$ cat src/rtl/adc_pkg.sv
// Shared definitions for the ADC128S022 scan controller: frame geometry,
// line-sensor channel addresses and the scan FSM state encoding.
package adc_pkg;

    localparam int ADC_BITS   = 12;
    localparam int FRAME_BITS = 16;

    localparam logic [2:0] CH5 = 3'd5;
    localparam logic [2:0] CH6 = 3'd6;
    localparam logic [2:0] CH7 = 3'd7;

    typedef enum logic [1:0] {
        ST_IDLE,
        ST_SETUP,
        ST_SHIFT,
        ST_GAP
    } state_e;

    function automatic logic [2:0] next_addr(input logic [2:0] a);
        return (a == CH7) ? CH5 : a + 3'd1;
    endfunction

    function automatic logic [FRAME_BITS-1:0] ctrl_word(input logic [2:0] a);
        return {2'b00, a, 11'b0};
    endfunction

endpackage

$ cat src/rtl/adc_scan_controller_sck_divider.sv
// SCLK half-period divider: counts 0..SCLK_HALF-1 while running and flags the
// wrap cycle; held at zero whenever run_i is low so frames start phase-aligned.
module sck_divider #(
    parameter int SCLK_HALF = 16
) (
    input  logic clk_i,
    input  logic rst_i,
    input  logic run_i,
    output logic tick_o
);

    localparam logic [4:0] LAST = 5'(SCLK_HALF - 1);

    logic [4:0] phase_q, phase_d;

    always_comb begin
        tick_o  = run_i && (phase_q == LAST);
        phase_d = phase_q + 5'd1;
        if (!run_i || tick_o) begin
            phase_d = '0;
        end
    end

    always_ff @(posedge clk_i or posedge rst_i) begin
        if (rst_i) begin
            phase_q <= '0;
        end else begin
            phase_q <= phase_d;
        end
    end

endmodule

$ cat src/rtl/adc_scan_controller.sv
// Continuous SPI scan of ADC128S022 channels 5/6/7 with held parallel results
// and a one-cycle strobe after each complete three-channel scan.
module adc_scan_controller
    import adc_pkg::*;
#(
    parameter int SCLK_HALF = 16,
    parameter int GAP_HALF  = 1
) (
    input  logic                clk_50,
    input  logic                reset,
    input  logic                en,
    output logic                adc_sck,
    output logic                adc_cs_n,
    output logic                din,
    input  logic                dout,
    output logic [ADC_BITS-1:0] d_out_ch5,
    output logic [ADC_BITS-1:0] d_out_ch6,
    output logic [ADC_BITS-1:0] d_out_ch7,
    output logic                scan_done
);

    state_e                state_q, state_d;
    logic [5:0]            half_q, half_d;
    logic [2:0]            addr_q, addr_d;
    logic [2:0]            prev_q, prev_d;
    logic                  primed_q, primed_d;
    logic                  upd_q, upd_d;
    logic [ADC_BITS-1:0]   sr_q, sr_d;
    logic                  sck_q, sck_d;
    logic                  cs_n_q, cs_n_d;
    logic                  din_q, din_d;
    logic [ADC_BITS-1:0]   ch5_q, ch5_d, ch6_q, ch6_d, ch7_q, ch7_d;
    logic                  done_q, done_d;
    logic                  tick;
    logic [5:0]            h_next;
    logic [FRAME_BITS-1:0] ctrl;

    sck_divider #(.SCLK_HALF(SCLK_HALF)) u_div (
        .clk_i  (clk_50),
        .rst_i  (reset),
        .run_i  (state_q != ST_IDLE),
        .tick_o (tick)
    );

    assign h_next = half_q + 6'd1;
    assign ctrl   = ctrl_word(addr_q);

    always_comb begin
        state_d  = state_q;
        half_d   = half_q;
        addr_d   = addr_q;
        prev_d   = prev_q;
        primed_d = primed_q;
        upd_d    = 1'b0;
        sr_d     = sr_q;
        sck_d    = sck_q;
        cs_n_d   = cs_n_q;
        din_d    = din_q;
        ch5_d    = ch5_q;
        ch6_d    = ch6_q;
        ch7_d    = ch7_q;
        done_d   = 1'b0;

        // Result belongs to the address sent one frame earlier (ADC pipelining).
        if (upd_q && primed_q) begin
            case (prev_q)
                CH5:     ch5_d = sr_q;
                CH6:     ch6_d = sr_q;
                CH7: begin
                    ch7_d  = sr_q;
                    done_d = 1'b1;
                end
                default: ;
            endcase
        end

        case (state_q)
            ST_IDLE: begin
                cs_n_d   = 1'b1;
                sck_d    = 1'b1;
                din_d    = 1'b0;
                primed_d = 1'b0;
                half_d   = '0;
                if (en) begin
                    state_d = ST_SETUP;
                    cs_n_d  = 1'b0;
                end
            end
            ST_SETUP: begin
                if (tick) begin
                    state_d = ST_SHIFT;
                    half_d  = 6'd1;
                    sck_d   = 1'b0;
                    din_d   = ctrl[FRAME_BITS-1];
                end
            end
            ST_SHIFT: begin
                if (tick) begin
                    if (half_q == 6'd32) begin
                        state_d  = ST_GAP;
                        half_d   = '0;
                        cs_n_d   = 1'b1;
                        din_d    = 1'b0;
                        prev_d   = addr_q;
                        addr_d   = next_addr(addr_q);
                        primed_d = 1'b1;
                    end else begin
                        half_d = h_next;
                        if (h_next[0]) begin
                            sck_d = 1'b0;
                            din_d = ctrl[4'd15 - h_next[4:1]];
                        end else begin
                            sck_d = 1'b1;
                            // Bits 0..3 are the ADC's leading zeros.
                            if (h_next[5:1] >= 5'd5) begin
                                sr_d = {sr_q[ADC_BITS-2:0], dout};
                            end
                            upd_d = (h_next == 6'd32);
                        end
                    end
                end
            end
            ST_GAP: begin
                if (tick) begin
                    if (half_q == 6'(GAP_HALF - 1)) begin
                        half_d = '0;
                        if (en) begin
                            state_d = ST_SETUP;
                            cs_n_d  = 1'b0;
                        end else begin
                            state_d = ST_IDLE;
                        end
                    end else begin
                        half_d = h_next;
                    end
                end
            end
            default: state_d = ST_IDLE;
        endcase
    end

    always_ff @(posedge clk_50 or posedge reset) begin
        if (reset) begin
            state_q  <= ST_IDLE;
            half_q   <= '0;
            addr_q   <= CH5;
            prev_q   <= CH5;
            primed_q <= 1'b0;
            upd_q    <= 1'b0;
            sr_q     <= '0;
            sck_q    <= 1'b1;
            cs_n_q   <= 1'b1;
            din_q    <= 1'b0;
            ch5_q    <= '0;
            ch6_q    <= '0;
            ch7_q    <= '0;
            done_q   <= 1'b0;
        end else begin
            state_q  <= state_d;
            half_q   <= half_d;
            addr_q   <= addr_d;
            prev_q   <= prev_d;
            primed_q <= primed_d;
            upd_q    <= upd_d;
            sr_q     <= sr_d;
            sck_q    <= sck_d;
            cs_n_q   <= cs_n_d;
            din_q    <= din_d;
            ch5_q    <= ch5_d;
            ch6_q    <= ch6_d;
            ch7_q    <= ch7_d;
            done_q   <= done_d;
        end
    end

    assign adc_sck   = sck_q;
    assign adc_cs_n  = cs_n_q;
    assign din       = din_q;
    assign d_out_ch5 = ch5_q;
    assign d_out_ch6 = ch6_q;
    assign d_out_ch7 = ch7_q;
    assign scan_done = done_q;

endmodule
$ cat config.mk
export PLATFORM = sky130hd
export DESIGN_NAME = adc_scan_controller
export DESIGN_NICKNAME = d
export VERILOG_FILES = /design/src/rtl/adc_pkg.sv /design/src/rtl/adc_scan_controller_sck_divider.sv /design/src/rtl/adc_scan_controller.sv
export SDC_FILE = /design/constraint.sdc
export NUM_CORES = 1
export LEC_CHECK = 0
export BUFFER_PORTS_ARGS = -buffer_cell sky130_fd_sc_hd__buf_2
export CAP_MARGIN = 40
export CORE_MARGIN = 2
export CORE_UTILIZATION = 49
export DETAILED_ROUTE_END_ITERATION = 16
export GPL_TIMING_DRIVEN = 0
export PLACE_DENSITY = 0.78
export REMOVE_ABC_BUFFERS = 1
export SETUP_SLACK_MARGIN = 0.3
export SLEW_MARGIN = 20
export SYNTH_ARGS = -nofsm -noshare
export SYNTH_HDL_FRONTEND = slang
export SYNTH_SLANG_ARGS = --single-unit
$ cat constraint.sdc
create_clock -name clk_50 -period 2.5 [get_ports clk_50]
set_clock_uncertainty 0.1 [all_clocks]
set_input_delay 0.125 -clock clk_50 [delete_from_list [all_inputs] [get_ports clk_50]]
set_output_delay 0.125 -clock clk_50 [all_outputs]
set_load 0.02 [all_outputs]
**Yosys cells after proc, flatten, opt, wreduce, memory -nomap -nowiden**

Index checks and enable logic that the tools add are counted.

- Bits in registers: 73
- Latch bits: 0
- Memory bits (writable): 0
- ROM bits: 0
- Input port bits: 4
- Output and inout port bits: 40
- Logic and storage cells: 104
- Memories kept: 0

- Add/subtract/negate cells: 4
- $mul: 0
- Divide/modulo/power cells: 0
- Magnitude comparators: 2
- Equal/unequal tests: 19
- Shifts and indexed selects: 0
- Multiplexer cells: 41
- Bitwise gates (word level): 2
- Reductions and logical operators: 21

Operator list:

| kind | count |
|---|---|
| $mux 6 | 5 |
| $pmux 6 s4 | 1 |
| $mux 1 | 21 |
| $ne 2x2->1 const B | 8 |
| $eq 3x3->1 const B | 4 |
| $eq 6x6->1 const B | 2 |
| $mux 2 | 6 |
| $reduce_and 6->1 | 2 |
| $pmux 1 s3 | 3 |
| $reduce_and 3->1 | 3 |
| $pmux 2 s4 | 1 |
| $reduce_and 4->1 | 2 |
| $add 6x1->6 const B | 1 |
| $logic_not 6->1 | 1 |
| $reduce_and 2->1 | 3 |
| $reduce_bool 3->1 | 2 |
| $add 5x1->5 const B | 1 |
| $eq 5x4->1 const B | 1 |
| $ge 5x3->1 const B | 1 |
| $lt 4x5->1 const B | 1 |
| $mux 5 | 1 |
| $reduce_and 5->1 | 1 |
| $bmux 1 s4 | 1 |
| $eq 2x2->1 const B | 2 |
| other kinds (12) | 15 |

**Longest topological paths before layout**

- Depth after elaboration: 8
- Mapped depth: 9
- Gate-level depth less buffers: 8

**Hierarchy**

Synthesis repeated with hierarchy kept, for this count alone.

- Cells, all modules: 250
- Area, all modules: 3303.2 um2

By module, submodules not included:

| module | times used | cells each | area an instance (um2) |
|---|---|---|---|
| adc_scan_controller | 1 | 228 | 3065.4 |
| sck_divider | 1 | 22 | 237.7 |

**Worst setup path before layout**

OpenSTA, ideal clock, no wires.

- Path type: reg2reg
- Start: reg u_div.phase_q[0]
- End: reg sr_q[10]
- Setup time: 125 ps
- Data arrival time: 2133 ps
- Slack: 142 ps
- Cell stages (with the launch flop): 10
- Path buffers: 1
- Clock period less this slack: 2358 ps
- Cell sequence: dfrtp_1 -> ha_1 -> and3_1 -> ha_1 -> nand2b_4 -> a211oi_4 -> nand4_2 -> a32oi_2 -> buf_6 -> mux2_4

- Longest elaborated chain between the ends: 3

RTL lines:

| element | RTL line | source |
|---|---|---|
| from (decl) | adc_scan_controller_sck_divider.sv:14 | `logic [4:0] phase_q, phase_d;` |
| from (signal assigned) | adc_scan_controller_sck_divider.sv:28 | `phase_q <= phase_d;` |
| $eq 5x4->1 | adc_scan_controller_sck_divider.sv:17 | `tick_o = run_i && (phase_q == LAST);` |
| $logic_and 1x1->1 | adc_scan_controller_sck_divider.sv:17 |  |
| $reduce_and 5->1 (no line) | n/a |  |
| to (signal assigned) | adc_scan_controller.sv:165 | `sr_q <= sr_d;` |
| to (decl) | adc_scan_controller.sv:28 | `logic [ADC_BITS-1:0] sr_q, sr_d;` |

Every way passes these cells.
A chain may end at the register's enable or synchronous reset.

**Final worst setup path**

- Start: reg u_div.phase_q[1]
- End: reg sr_q[9]

The elaborated chain is that of the path after synthesis.

==> metrics.txt <==
sequential-to-total area share from yosys stat 52.7%; clk buf depth 2; Avg WL per Cell 15.7 um; htree depth 3; first-pass GRT wire length 11600 um; critical path class flip-flop to flip-flop; # Max-Cap Violations 0; RSZ-0062 raised after global routing true; Yosys warning count 0; count of final hold-check violations 0; clk root buf clkbuf_8; pwr dens 793 nW/um2; CP startpoint u_div.phase_q[1]; overflow left after global routing 0; ys flop type dfrtp_1; Routed Antenna Nets 0; nets 380; Port-buffer cells 43; CTS tree yes; core area 6830 um2; diode count 0; Startpoint Class flip-flop; Avg Cell Area, Syn 11.7 um2; Leakage Power 2.21 nW; worst min-delay path category primary input to flip-flop; list of most frequent post-synthesis cells 67 x dfrtp_1, 49 x nand2_1, 30 x mux2_2; Worst Path Required 2.63 ns; GPL Wtd Cong 0.857; max frequency 415 MHz; via density per instance 5.45; FP Rows 30; synth unique cells 57; Post-synth EDFFs 0; area delta synth->final 26.3%; Residual DRC 0; die span in x 88.3 um; dominant cells by area after synthesis dfrtp_1 48%, mux2_2 9.7%, nand2_1 5.3%; die area 7800 um2; Final Routed Wirelength 7330 um; number of CTS-inserted buffers 9; clock latency on the worst-skew pair 0.35 ns; DR pass1 iterations 4; Period Utilization, post-route 96.4%; overall routing resource usage 19.7%; Critical Path AT 2.54 ns; Max transition margin 54.5%; Initial Utilization 51.0%; asr flop ratio synth 100%; most common cell in the netlist dfrtp_1; # clock sinks 73; synthesized area 3480 um2; CP endpoint kind flip-flop; Final Total Pwr 3.49 mW; post-DP HPWL 4520 um; vias in the first global route 2383; largest net degree at the start of global routing 58; status complete, no violations; launch point of the worst reg-to-reg path u_div.phase_q[1]; actual slew at the worst max-slew pin 0.677 ns; Final min period 2.41 ns; Chip Height 88.3 um; Iter 0 DRT Violations 104; max-slew violation count 0; vias 2541; area leader, netlist dfrtp_1; Yosys reg bits 73; CP Max Fanout 6; peak supply drop 0.000647 V; worst hold slack 0.0860 ns; share of cells above drive strength 1 43.8%; Final Setup Violations 0; Hold Startpoint en; post-synth top area share 48.1%; antenna violations before repair 0; Syn Inst Count 297; Clk pin slew, worst setup/hold paths 0.07 ns; Ports 44
-- area by class of cell --
class / instances / area (um2)
fillers: 534 / 2430
clock inverters: 5 / 56.3
multi-input cells: 198 / 1680
inverters: 12 / 47.5
repair buffers: 71 / 513
flip-flops and latches: 73 / 1840
well taps: 96 / 120
clock buffers: 11 / 141
-- routing by layer --
layer	wire (um)	part of all wire (%)	global-route usage, %	up-vias
li1	-	-	-	1174
met1	3150	43	25.2	1285
met2	3740	51	31.8	69
met3	306	4.2	5.32	13
met4	131	1.8	8.26	0
met5	0	0	0	-
-- sequential cells by signal, indices dropped and copies added, names as in the netlist --
name           flops
adc_sck            1
addr_q             3
half_q             6
adc_cs_n           1
sr_q              12
prev_q             3
upd_q              1
d_out_ch7         12
d_out_ch6         12
primed_q           1
d_out_ch5         12
state_q            2
scan_done          1
u_div.phase_q      5
din                1
-- logic make-up after synthesis --
| kind of cell | count (synthesis) | share of synthesized area (%) |
|---|---|---|
| AOI/OAI and AO/OA | 45 | 9.23 |
| xor gates and xnor gates | 5 | 1.26 |
| adders and majority gates | 11 | 3.95 |
| buffers and inverters | 26 | 3.88 |
| DFF | 73 | 52.7 |
| muxes | 43 | 14.9 |
| and+or+nand+nor | 94 | 14.2 |
-- what timing repair did --
item | in CTS | in global routing
endpoints found under the hold margin | 70 | 0
pin swaps | 5 | 11
setup buffers | 12 | 12
gates cloned | 1 | 0
gates resized for setup | 20 | 33
setup endpoints to repair | 22 | 23
hold buffers | 2 | 0
-- placed cells by master (no fill, tap or decap), types with 4 or more instances in the layout --
master / n
a21oi_1: 5
and3_1: 4
buf_2: 43
buf_4: 15
buf_6: 8
clkbuf_8: 10
dfrtp_1: 64
dfstp_2: 6
ha_1: 6
inv_1: 10
mux2_2: 24
mux2_4: 16
nand2_1: 49
nand3_1: 5
nor2_1: 6
nor3_1: 6
o21ai_0: 7
xnor2_1: 4
-- worst max-delay path: stages (launching register included) --
cell and delay (ns):
dfrtp_1 0.35, ha_2 0.19, and3_4 0.20, ha_4 0.15
nand2b_4 0.07, a211oi_4 0.26, nand4_2 0.18, a32oi_4 0.25
buf_6 0.14, buf_12 0.11, mux2_4 0.29
-- power breakdown --
group / internal (mW) / switching [mW] / total [mW]
Combinational: 0.563 / 0.645 / 1.21
Clock: 0.487 / 0.435 / 0.921
Sequential: 1.28 / 0.0805 / 1.36
Total: 2.33 / 1.16 / 3.49
-- path summary, 6_finish.rpt --
path,endpoint,slack [ns],cells after the start
worst max-delay path,sr_q[9],0.09,10
worst min-delay path,state_q[0],0.09,3
worst max register to register,sr_q[9],0.09,10
worst min register to register,d_out_ch7[10],0.38,2
max in group asynchronous,addr_q[2],1.54,4
min in group asynchronous,d_out_ch6[7],0.16,3
-- metrics by stage --
step / worst slack [ns] / setup TNS (ns) / utilization (%) / cell area [um2] / cells
after global routing: -0.0311 / -0.238 / 64.4 / 4400 / 466
after CTS: 0.120 / 0 / 61.2 / 4180 / 454
after global placement: -0.511 / -29.38 / 54.6 / 3730 / 422
after floorplan: -0.185 / -1.48 / - / 3390 / 283
final: 0.0888 / 0 / 64.4 / 4400 / 466
after detailed placement: -0.563 / -5.57 / 55.0 / 3760 / 423
No activity file was read; power rests on OpenSTA's default activity.
